### config.mk
export PLATFORM = sky130hd
export DESIGN_NAME = dbx_zrle_encoder
export DESIGN_NICKNAME = d
export VERILOG_FILES = /design/src/rtl/dbx_zrle_encoder.sv
export SDC_FILE = /design/constraint.sdc
export NUM_CORES = 1
export LEC_CHECK = 0
export BUFFER_PORTS_ARGS = -buffer_cell sky130_fd_sc_hd__buf_2
export CORE_MARGIN = 2
export CORE_UTILIZATION = 40
export CTS_CLUSTER_SIZE = 24
export DETAILED_ROUTE_END_ITERATION = 8
export GPL_TIMING_DRIVEN = 0
export HOLD_SLACK_MARGIN = 0.12
export PLACE_DENSITY = 0.66
export REMOVE_ABC_BUFFERS = 1
export SKIP_CTS_REPAIR_TIMING = 1
export SLEW_MARGIN = 0
export SYNTH_ARGS = -nofsm -noshare
export SYNTH_HDL_FRONTEND = slang
export SYNTH_SLANG_ARGS = --single-unit
### constraint.sdc
create_clock -name clk_i -period 2 [get_ports clk_i]
set_input_delay 0.2 -clock clk_i [delete_from_list [all_inputs] [get_ports clk_i]]
set_output_delay 0.2 -clock clk_i [all_outputs]
set_load 0.03 [all_outputs]
### src/rtl/dbx_zrle_encoder.sv
// Zero-run-length encoder between the per-bit-plane DBX symbol encoder and the bit packer.
// Collapses runs of zero DBX symbols into ZRLE codes; non-zero symbols pass through in order.
module dbx_zrle_encoder #(
    parameter int SYMB_W = 8,
    parameter int LEN_W  = 4,
    parameter int ZRUN_W = 4
) (
    input  logic              clk_i,
    input  logic              rst_i,
    input  logic              in_valid_i,
    output logic              in_ready_o,
    input  logic              in_zero_i,
    input  logic [SYMB_W-1:0] in_symb_i,
    input  logic [LEN_W-1:0]  in_len_i,
    input  logic              in_last_i,
    output logic              out_valid_o,
    input  logic              out_ready_i,
    output logic [SYMB_W-1:0] out_symb_o,
    output logic [LEN_W-1:0]  out_len_o,
    output logic              out_last_o,
    output logic              idle_o
);

    localparam int MAX_ZRUN = (1 << ZRUN_W) + 1;
    localparam logic [ZRUN_W:0] CNT_MAX  = (ZRUN_W+1)'(MAX_ZRUN);
    localparam logic [ZRUN_W:0] CNT_ONE  = (ZRUN_W+1)'(1);
    localparam logic [ZRUN_W:0] CNT_ZERO = '0;

    generate
        if (SYMB_W < 3 + ZRUN_W) begin : g_bad_symb_w
            $error("dbx_zrle_encoder: SYMB_W must be >= 3+ZRUN_W");
        end
        if ((1 << LEN_W) <= 3 + ZRUN_W) begin : g_bad_len_w
            $error("dbx_zrle_encoder: LEN_W too narrow to encode a run-code length");
        end
    endgenerate

    typedef struct packed {
        logic [SYMB_W-1:0] symb;
        logic [LEN_W-1:0]  len;
        logic              last;
    } sym_t;

    typedef enum logic {
        S_IDLE,
        S_RUN
    } state_t;

    // k=1 -> "01"; k>=2 -> "001" + (k-2) on ZRUN_W bits; always MSB-aligned, zero-filled.
    function automatic sym_t run_code(input logic [ZRUN_W:0] k, input logic last);
        sym_t c;
        c      = '0;
        c.last = last;
        if (k == CNT_ONE) begin
            c.symb[SYMB_W-1 -: 2] = 2'b01;
            c.len                 = LEN_W'(2);
        end else begin
            c.symb[SYMB_W-1 -: 3]      = 3'b001;
            c.symb[SYMB_W-4 -: ZRUN_W] = ZRUN_W'(k - CNT_ONE - CNT_ONE);
            c.len                      = LEN_W'(3 + ZRUN_W);
        end
        return c;
    endfunction

    state_t          state, state_n;
    logic [ZRUN_W:0] cnt, cnt_n;
    logic [ZRUN_W:0] cnt_inc;
    sym_t            out_q, ld_d;
    logic            out_vld_q;
    logic            load;
    logic            out_free;
    logic            run_break;
    logic            accept;

    assign out_free  = !out_vld_q || out_ready_i;
    assign cnt_inc   = cnt + CNT_ONE;
    // A non-zero symbol arriving mid-run is held off until the run code has been issued.
    assign run_break = (state == S_RUN) && in_valid_i && !in_zero_i;
    assign in_ready_o = out_free && !run_break;
    assign accept    = in_valid_i && in_ready_o;

    always_comb begin
        state_n = state;
        cnt_n   = cnt;
        load    = 1'b0;
        ld_d    = '0;
        case (state)
            S_IDLE: begin
                if (accept) begin
                    if (!in_zero_i) begin
                        load = 1'b1;
                        ld_d = '{symb: in_symb_i, len: in_len_i, last: in_last_i};
                    end else if (!in_last_i) begin
                        cnt_n   = CNT_ONE;
                        state_n = S_RUN;
                    end else begin
                        load = 1'b1;
                        ld_d = run_code(CNT_ONE, 1'b1);
                    end
                end
            end
            S_RUN: begin
                if (run_break) begin
                    if (out_free) begin
                        load    = 1'b1;
                        ld_d    = run_code(cnt, 1'b0);
                        cnt_n   = CNT_ZERO;
                        state_n = S_IDLE;
                    end
                end else if (accept) begin
                    if (cnt_inc == CNT_MAX || in_last_i) begin
                        load    = 1'b1;
                        ld_d    = run_code(cnt_inc, in_last_i);
                        cnt_n   = CNT_ZERO;
                        state_n = S_IDLE;
                    end else begin
                        cnt_n = cnt_inc;
                    end
                end
            end
            default: state_n = S_IDLE;
        endcase
    end

    always_ff @(posedge clk_i) begin
        if (rst_i) begin
            state     <= S_IDLE;
            cnt       <= CNT_ZERO;
            out_vld_q <= 1'b0;
            out_q     <= '0;
        end else begin
            state <= state_n;
            cnt   <= cnt_n;
            if (load) begin
                out_vld_q <= 1'b1;
                out_q     <= ld_d;
            end else if (out_ready_i) begin
                out_vld_q <= 1'b0;
            end
        end
    end

    assign out_valid_o = out_vld_q;
    assign out_symb_o  = out_q.symb;
    assign out_len_o   = out_q.len;
    assign out_last_o  = out_q.last;
    assign idle_o      = (state == S_IDLE) && !out_vld_q;

endmodule

==> metrics.yaml <==
setup_viol: 0
status: "finished, final reports clean"
grt_pass1_wl_um: 5240
ys_top_cells_by_area: "dfxtp_1, a21oi_1, ha_1"
root_buffer: "clkbuf_4"
cap_violations: 0
hold_ws_ns: 0.119
relSlewSlack: 0.607
globalRouteOverflowTotal: 0
period_share: 0.986
htreeDepth: 1
synth_cells: 157
skew_ns: 0.00767
setup_tns_ns: 0
boundaryPins: 34
p_leak_nw: 0.662
synthArstFlopShare: 0
io_buffer_count: 33
cts.sinks: 20
finalMaxSlewViolations: 0
drive_above_1_share: 0.383
synth.ff_latch_count: 20
track_usage: 0.194
min_period_ns: 1.97
startpoint_type: "flop"
cp_cell_sequence: "ha_4, xnor2_4, nand4_1, buf_4, o31ai_4, a21oi_1, a311oi_1"
fillCellCount: 289
crit_path_end_kind: "flop"
vias_per_cell: 5.78
syn_area_um2: 1250
first_pass_iters: 4
drt_drc_violations_left: 0
hold_viol: 0
nets: 221
cpPeakStageDelay_ns: 0.39
tightestPinTransition_ns: 0.583
drtAntennaViolNets: 0
yosys-top-cells-count: "a21oi_1, dfxtp_1, nand2_1, nor2_1, o21ai_0"
yosysSeqAreaShare: 0.320
grt_pass1_vias: 1123
ff2ff_setup_slack_ns: 0.03
p_per_area_nw_per_um2: 598
synth_edf_count: 0
start_util: 0.417
avgSynthCellArea_um2: 7.97
vias: 1324
areaGrowthSynthToFinish_pct: 34.8
worstSetupPathType: "flop to flop"
grt_max_degree: 21
path_buf_inv: 1
cp_slowest_cell: "dfxtp_4"
die-area_um2: 3590
rsz0062_at_grt: "true"
dpl.hpwl_um: 2350
ys.flop_type: "dfxtp_1"
die_y_um: 59.9
clk_pin_slew_ns: 0.13
yosys_warnings: 0
hold_class: "input pin to flop"
wire_per_inst_um: 15.2
die_w_um: 59.9
arrival_ns: 2.20
tritoncts: "done"
cts_made_buffers: 3
irDropWorstVdd_v: 0.000380
fin_util: 0.562
yosysTopAreaCellShare: 0.320
clk-insertion-delay-late_ns: 0.31
fmax_mhz: 507
synth.most_common_cell: "a21oi_1"
cts_buffer_depth: 2
min_from: "in_symb_i[7]"
cp-startpoint: "cnt[0]"
place_congestion: 0.857
required_ns: 2.22
num_antenna_cells: 0
wirelength_um: 3490
core_um2: 3000
grt_antenna_before_repair: 0
worst-path-max-fanout: 8
r2r_start: "cnt[0]"
yosysUniqueCellTypes: 42
final_area_um2: 1690
drt_iter0_markers: 68
crit_family: "compound AO/OA/AOI/OAI gates"
rows: 20
place_area_um2: 1420
synth_top_area_cell: "dfxtp_1"
[through the flow]
stage	setup WS, ns	cells	total power, W
6_report	0.0274	229	0.00101
5_1_grt	-0.111	229	0.00104
4_1_cts	-0.320	219	0.000989
3_5_place_dp	-0.268	215	0.000651
3_3_place_gp	-0.203	215	0.000648
2_1_floorplan	0.0725	149	0.000579
[state kept, by name, summed over array words and instances (netlist names)]
name and count:
state 1, out_last_o 1, out_symb_o 8, cnt 5
out_len_o 4, out_valid_o 1
[tightest hold or removal path: stages]
cell	delay, ns
buf_2	0.09
nand2_1	0.04
a21oi_1	0.05
[per-layer routing]
layer	vias up	wire length (µm)	global-route usage
met5	-	0	0
met4	0	45	0.0825
met3	5	199	0.0260
met2	41	1660	0.311
met1	623	1580	0.259
li1	655	-	-
[layout make-up]
cell class | instances | area (µm²) | share of cell area
clock buffers | 3 | 22.5 | 0.0134
clock inverters | 1 | 30.0 | 0.0178
inverters | 6 | 26.3 | 0.0156
multi-input cells | 123 | 901 | 0.534
flip-flops and latches | 20 | 413 | 0.245
well taps | 33 | 41.3 | 0.0245
repair buffers | 43 | 253 | 0.150
[kinds of logic after synthesis]
logic type | share of synthesized area
AO/OA/AOI/OAI | 0.302
XOR/XNOR | 0.0470
adder cells (fa/ha/maj) | 0.0600
buffers and inverters | 0.0500
flip-flops | 0.320
AND/OR/NAND/NOR | 0.221
[power breakdown]
group          switching (W)  internal (W)  leakage, nW
Clock               0.000138      0.000203       0.0279
Combinational       0.000150     0.0000836        0.467
Sequential         0.0000166      0.000417        0.167
[worst paths after layout]
path,end,depth (start not counted)
hold reg to reg,out_symb_o[7],2
setup reg to reg,out_symb_o[5],7
setup / recovery,out_symb_o[5],7
hold / removal,out_symb_o[7],3
[placed cells by master, fill, tap and decap left out, types with 2 or more instances in the layout]
master     Yosys  routed
a211oi_2       0       2
a21o_1         2       2
xor2_1         2       2
buf_2          2      33
nand3_1        4       3
dfxtp_4        0       3
nor3_1         5       4
ha_1           6       4
nand3b_1       3       3
o211ai_1       2       2
nand4_1        3       3
a211oi_1       4       2
o21ai_0        8       8
dfxtp_1       20      16
clkbuf_4       0       3
a31oi_1        3       3
nor4_2         0       2
a21oi_1       26      25
nand2_1       17      17
a311oi_1       3       3
inv_1          5       4
nor2_1        10       9
a2111oi_2      0       2
buf_4          0       9
(Power assumes the default switching activity.)
